<file path="config.mk">
export PLATFORM = sky130hd
export DESIGN_NAME = fb_swap_ctrl
export DESIGN_NICKNAME = d
export VERILOG_FILES = /design/src/rtl/fb_swap_ctrl.sv
export SDC_FILE = /design/constraint.sdc
export NUM_CORES = 1
export LEC_CHECK = 0
export CAP_MARGIN = 10
export CORE_UTILIZATION = 60
export CTS_BUF_LIST = sky130_fd_sc_hd__clkbuf_4
export DETAILED_ROUTE_END_ITERATION = 6
export PLACE_DENSITY_LB_ADDON = 0.3
export SYNTH_ARGS = -nofsm -noshare
export SYNTH_HDL_FRONTEND = slang
export SYNTH_SLANG_ARGS = --single-unit
</file>
<file path="constraint.sdc">
create_clock -name clk -period 3.7 [get_ports clk]
set_clock_uncertainty 0.15 [all_clocks]
set_input_delay 0.74 -clock clk [delete_from_list [all_inputs] [get_ports clk]]
set_output_delay 0.74 -clock clk [all_outputs]
set_load 0.03 [all_outputs]
</file>
<file path="src/rtl/fb_swap_ctrl.sv">
// Double-buffered frame-buffer swap controller: fills the back buffer from a
// host pixel stream and swaps front/back only on a display frame boundary.
module fb_swap_ctrl #(
  parameter int unsigned N_ROWS_MAX  = 64,
  parameter int unsigned N_COLS_MAX  = 256,
  parameter int unsigned PIXEL_WIDTH = 24,
  localparam int unsigned ADDR_WIDTH = $clog2(N_ROWS_MAX * N_COLS_MAX)
) (
  input  logic                   clk,
  input  logic                   ctrl_rst_n,
  input  logic                   ctrl_en,
  input  logic [31:0]            ctrl_n_rows,
  input  logic [31:0]            ctrl_n_cols,
  input  logic                   s_valid,
  output logic                   s_ready,
  input  logic [PIXEL_WIDTH-1:0] s_data,
  input  logic                   s_last,
  input  logic                   disp_frame_done,
  output logic                   disp_buffer,
  output logic                   wmem_en,
  output logic                   wmem_we,
  output logic                   wmem_buffer,
  output logic [ADDR_WIDTH-1:0]  wmem_addr,
  output logic [PIXEL_WIDTH-1:0] wmem_data,
  output logic                   swap_done,
  output logic [15:0]            frame_cnt,
  output logic                   err_len
);

  typedef enum logic [1:0] {FILL, PENDING, SWAP} state_t;

  state_t      state;
  logic [1:0]  rst_sync;
  logic [31:0] wr_ptr;
  logic [31:0] frame_pix;
  logic        run;
  logic        accept;
  logic        in_range;
  logic        is_last_pix;

  // Reset release synchronizer; nothing is accepted until it has filled
  always_ff @(posedge clk or negedge ctrl_rst_n) begin
    if (!ctrl_rst_n) rst_sync <= 2'b00;
    else             rst_sync <= {rst_sync[0], 1'b1};
  end

  assign run         = rst_sync[1] & ctrl_en;
  assign frame_pix   = ctrl_n_rows * ctrl_n_cols;
  assign s_ready     = run && (state == FILL);
  assign accept      = s_valid & s_ready;
  assign in_range    = wr_ptr < frame_pix;
  assign is_last_pix = wr_ptr == (frame_pix - 32'd1);

  always_ff @(posedge clk or negedge ctrl_rst_n) begin
    if (!ctrl_rst_n) begin
      state       <= FILL;
      wr_ptr      <= '0;
      disp_buffer <= 1'b0;
      wmem_en     <= 1'b0;
      wmem_we     <= 1'b0;
      wmem_buffer <= 1'b0;
      wmem_addr   <= '0;
      wmem_data   <= '0;
      swap_done   <= 1'b0;
      frame_cnt   <= '0;
      err_len     <= 1'b0;
    end else begin
      wmem_en   <= 1'b0;
      wmem_we   <= 1'b0;
      swap_done <= 1'b0;
      if (accept) begin
        // Beats past the frame end are dropped but still flag the length error
        if (in_range) begin
          wmem_en     <= 1'b1;
          wmem_we     <= 1'b1;
          wmem_buffer <= ~disp_buffer;
          wmem_addr   <= wr_ptr[ADDR_WIDTH-1:0];
          wmem_data   <= s_data;
        end
        if (!in_range || (s_last && !is_last_pix)) err_len <= 1'b1;
        if (s_last) begin
          wr_ptr <= '0;
          state  <= PENDING;
        end else if (in_range) begin
          wr_ptr <= wr_ptr + 32'd1;
        end
      end else if (run) begin
        case (state)
          PENDING: begin
            if (disp_frame_done) begin
              state       <= SWAP;
              disp_buffer <= ~disp_buffer;
              swap_done   <= 1'b1;
              frame_cnt   <= frame_cnt + 16'd1;
            end
          end
          SWAP:    state <= FILL;
          default: ;
        endcase
      end
    end
  end

endmodule

</file>
==> key figures <==
Run status
  – Status: complete, but fails checks
  – Failing checks: setup timing

GRT
  – GRT overflow: 0
  – Vias in the first global route: 21.33k
  – First-pass GRT wire length: 110000 um
  – Initial antenna violation count: 0
  – All-Layer GR Usage: 37.09%
  – Largest net degree at the start of global routing: 61

Critical path
  – CP arrival: 9.83 ns
  – WP data required: 3.92 ns
  – CP Max Fanout: 9
  – Top cell by count, worst path: fa_1
  – Kind of critical path: in -> reg
  – Worst path max stage delay: 0.59 ns
  – Startpoint types: primary input
  – CP Capture Type: flop
  – Slowest CP cell: fa_1

Place
  – Placed cells: 3328
  – RD Place Congestion: 0.9658
  – I/O Buffers: 154
  – Final HPWL DP: 54180 um

STA
  – Worst-margin pin slew: 0.8692 ns
  – Post-route setup slack: -5.911 ns
  – Worst relative slew slack: 41.30%
  – Fin crit period: 9.611 ns
  – Fin. Hold Viols: 0
  – Endpoints failing setup: 73
  – Max Slew Vio Count: 0
  – Period utilisation layout: 259.8%
  – Fmax: 0.1040 GHz
  – RSZ-0062 raised after global routing: true

Hold path
  – Hold WC Path Type: in -> async

Logic synthesis
  – Yosys reg bits: 95
  – Synthesized area per cell: 9.037 um2
  – Netlist cell types: 85
  – Syn Inst Count: 2455
  – Net count after synthesis: 3113
  – Ys flop type: dfrtp_1
  – Synthesized cell area: 22190 um2
  – Number of flops mapped to enable cells by yosys: 0
  – Seq/Total Area, Yosys: 10.72%
  – Warnings, synthesis: 0
  – Async SR Flop Fraction: 100.0%

Final layout
  – Final Non-Filler Cells: 3408
  – Nets@finish: 3593
  – Most frequent cells in the layout: inv_1, fa_1, buf_4
  – Share of post-route cells with drive strength above 1: 24.25%
  – Antenna diodes: 0
  – Commonest non-fill, non-tap cell in the layout: inv_1
  – Layout Area Growth over Synthesis: 29.05%

CTS
  – Clock Path Buffers: 2
  – Htree depth: 3
  – CTS buffer count: 9
  – Worst skew pair latency: 0.46 ns
  – Sink Count: 95
  – Clock Root Buffer: clkbuf_4
  – Worst-path clk slew: 0.16 ns
  – TritonCTS clock tree: done

Die
  – Die ar.: 37750 um2
  – Core Area: 36520 um2
  – IO Pins: 155
  – Chip height: 194.3 um
  – # rows: 70
  – Initial core utilization: 60.75%
  – Die W: 194.3 um

Routing
  – Antenna-violating nets left: 0
  – # DRC: 0
  – Vias/cell: 5.739
  – Routed len/inst: 20.09 um
  – Iter 0 DRT Violations: 1549
  – Routed WL: 68450 um
  – TritonRoute pass-1 iters: 6
  – Via count: 19.56k

Job
  – Maxcap violations: 0
## repair_timing
action,in CTS,in global routing
hold buffers,0,0
buffers inserted,47,12
resized for setup,316,110
hold endpoints to repair,0,0
pin swaps,86,68
gates cloned,8,1
setup endpoints to repair,73,73
## through the flow
| step | hold WS [ns] | utilization [%] | cell area [um2] | TNS, ns | setup WS, ns |
|---|---|---|---|---|---|
| 6_report | 0.1712 | 78.39 | 28630 | -425.35 | -5.911 |
| 5_1_grt | 0.2186 | 78.39 | 28630 | -442.95 | -6.154 |
| 4_1_cts | 0.1953 | 77.23 | 28210 | -408.77 | -5.717 |
| 3_5_place_dp | 0.1943 | 73.37 | 26800 | -482.69 | -6.823 |
| 3_3_place_gp | 0.1845 | 73.37 | 26800 | -467.93 | -6.592 |
| 2_1_floorplan | 0.1812 | - | 22340 | -408.21 | -5.669 |
## worst paths after layout
path,slack [ns],endpoint,depth (start not counted),start
min reg2reg,0.23,rst_sync[1],0,rst_sync[0]
max,-5.91,wr_ptr[0],38,ctrl_n_rows[15]
min in group clk,0.23,rst_sync[1],0,rst_sync[0]
min,0.17,wmem_data[16],1,ctrl_rst_n
max reg2reg,-0.17,wr_ptr[17],16,wr_ptr[0]
max in group asynchronous,2.45,wmem_addr[10],2,ctrl_rst_n
## synthesized netlist by cell type (4+ instances only)
| cell type | instances | area, um2 |
|---|---|---|
| or3_1 | 21 | 131.4 |
| o21a_1 | 6 | 45.04 |
| dfrtp_1 | 95 | 2377 |
| buf_6 | 5 | 56.30 |
| nand4_1 | 19 | 118.9 |
| a211oi_1 | 7 | 52.55 |
| nor3_1 | 29 | 145.1 |
| xnor2_1 | 109 | 954.7 |
| ha_1 | 156 | 1952 |
| inv_1 | 447 | 1678 |
| nor2_1 | 66 | 247.7 |
| mux2i_1 | 4 | 40.04 |
| o31ai_1 | 6 | 45.04 |
| and2_1 | 276 | 1727 |
| nor4_1 | 12 | 75.07 |
| nand2b_1 | 6 | 37.54 |
| o211a_1 | 5 | 50.05 |
| a211oi_2 | 4 | 50.05 |
| and4_1 | 9 | 78.83 |
| buf_2 | 9 | 45.04 |
| o21ai_1 | 8 | 40.04 |
| a21o_1 | 22 | 165.2 |
| o2111ai_1 | 4 | 35.03 |
| a211o_1 | 4 | 35.03 |
| clkbuf_1 | 95 | 356.6 |
| o211ai_1 | 8 | 60.06 |
| and3_1 | 19 | 118.9 |
| mux2_1 | 34 | 382.9 |
| nand2_1 | 318 | 1194 |
| o21ai_0 | 31 | 155.2 |
| a31oi_1 | 6 | 37.54 |
| a21oi_1 | 55 | 275.3 |
| fa_1 | 408 | 8168 |
| nor2b_1 | 5 | 31.28 |
| nand3_1 | 28 | 140.1 |
| xor2_1 | 37 | 324.1 |
## sequential cells by signal, summed over array words and instances (netlist names)
name         count
disp_buffer      1
err_len          1
frame_cnt       16
rst_sync         2
state            2
swap_done        1
wmem_addr       14
wmem_buffer      1
wmem_data       24
wmem_we          1
wr_ptr          32
## critical path: cells and delay by family
family | cells | cell delay (ns)
AND/OR/NAND/NOR | 7 | 1.13
multiplexers | 1 | 0.27
adder cells (fa/ha/maj) | 12 | 5.06
buffers and inverters | 11 | 1.28
AO/OA/AOI/OAI | 7 | 1.34
## cells by family after synthesis
group / synth area share (%)
AND/OR/NAND/NOR: 19.30
flip-flops: 10.72
buffers and inverters: 9.801
XOR/XNOR: 5.837
adder cells (fa/ha/maj): 45.71
AO/OA/AOI/OAI: 6.497
multiplexers: 2.120
other: 0.01690
## layout make-up
cell class / count / area (um2)
clock buffers: 10 / 75.07
clock inverters: 6 / 67.56
fillers: 2355 / 7891
inverters: 449 / 1688
multi-input cells: 1796 / 18580
flip-flops and latches: 95 / 2377
well taps: 468 / 585.6
repair buffers: 584 / 5260
## routing by layer
| metal | GRT usage (%) | part of all wire (%) | wire length, um |
|---|---|---|---|
| met1 | 48.70 | 38 | 26300 |
| met5 | 0 | 0 | 0 |
| met2 | 61.51 | 49 | 33280 |
| met4 | 15.02 | 5.0 | 3416 |
| met3 | 6.125 | 8.0 | 5448 |
Power is left out: the tool's default activity adds up to more than one toggle a clock period on the data nets, which glitch-free logic cannot reach.
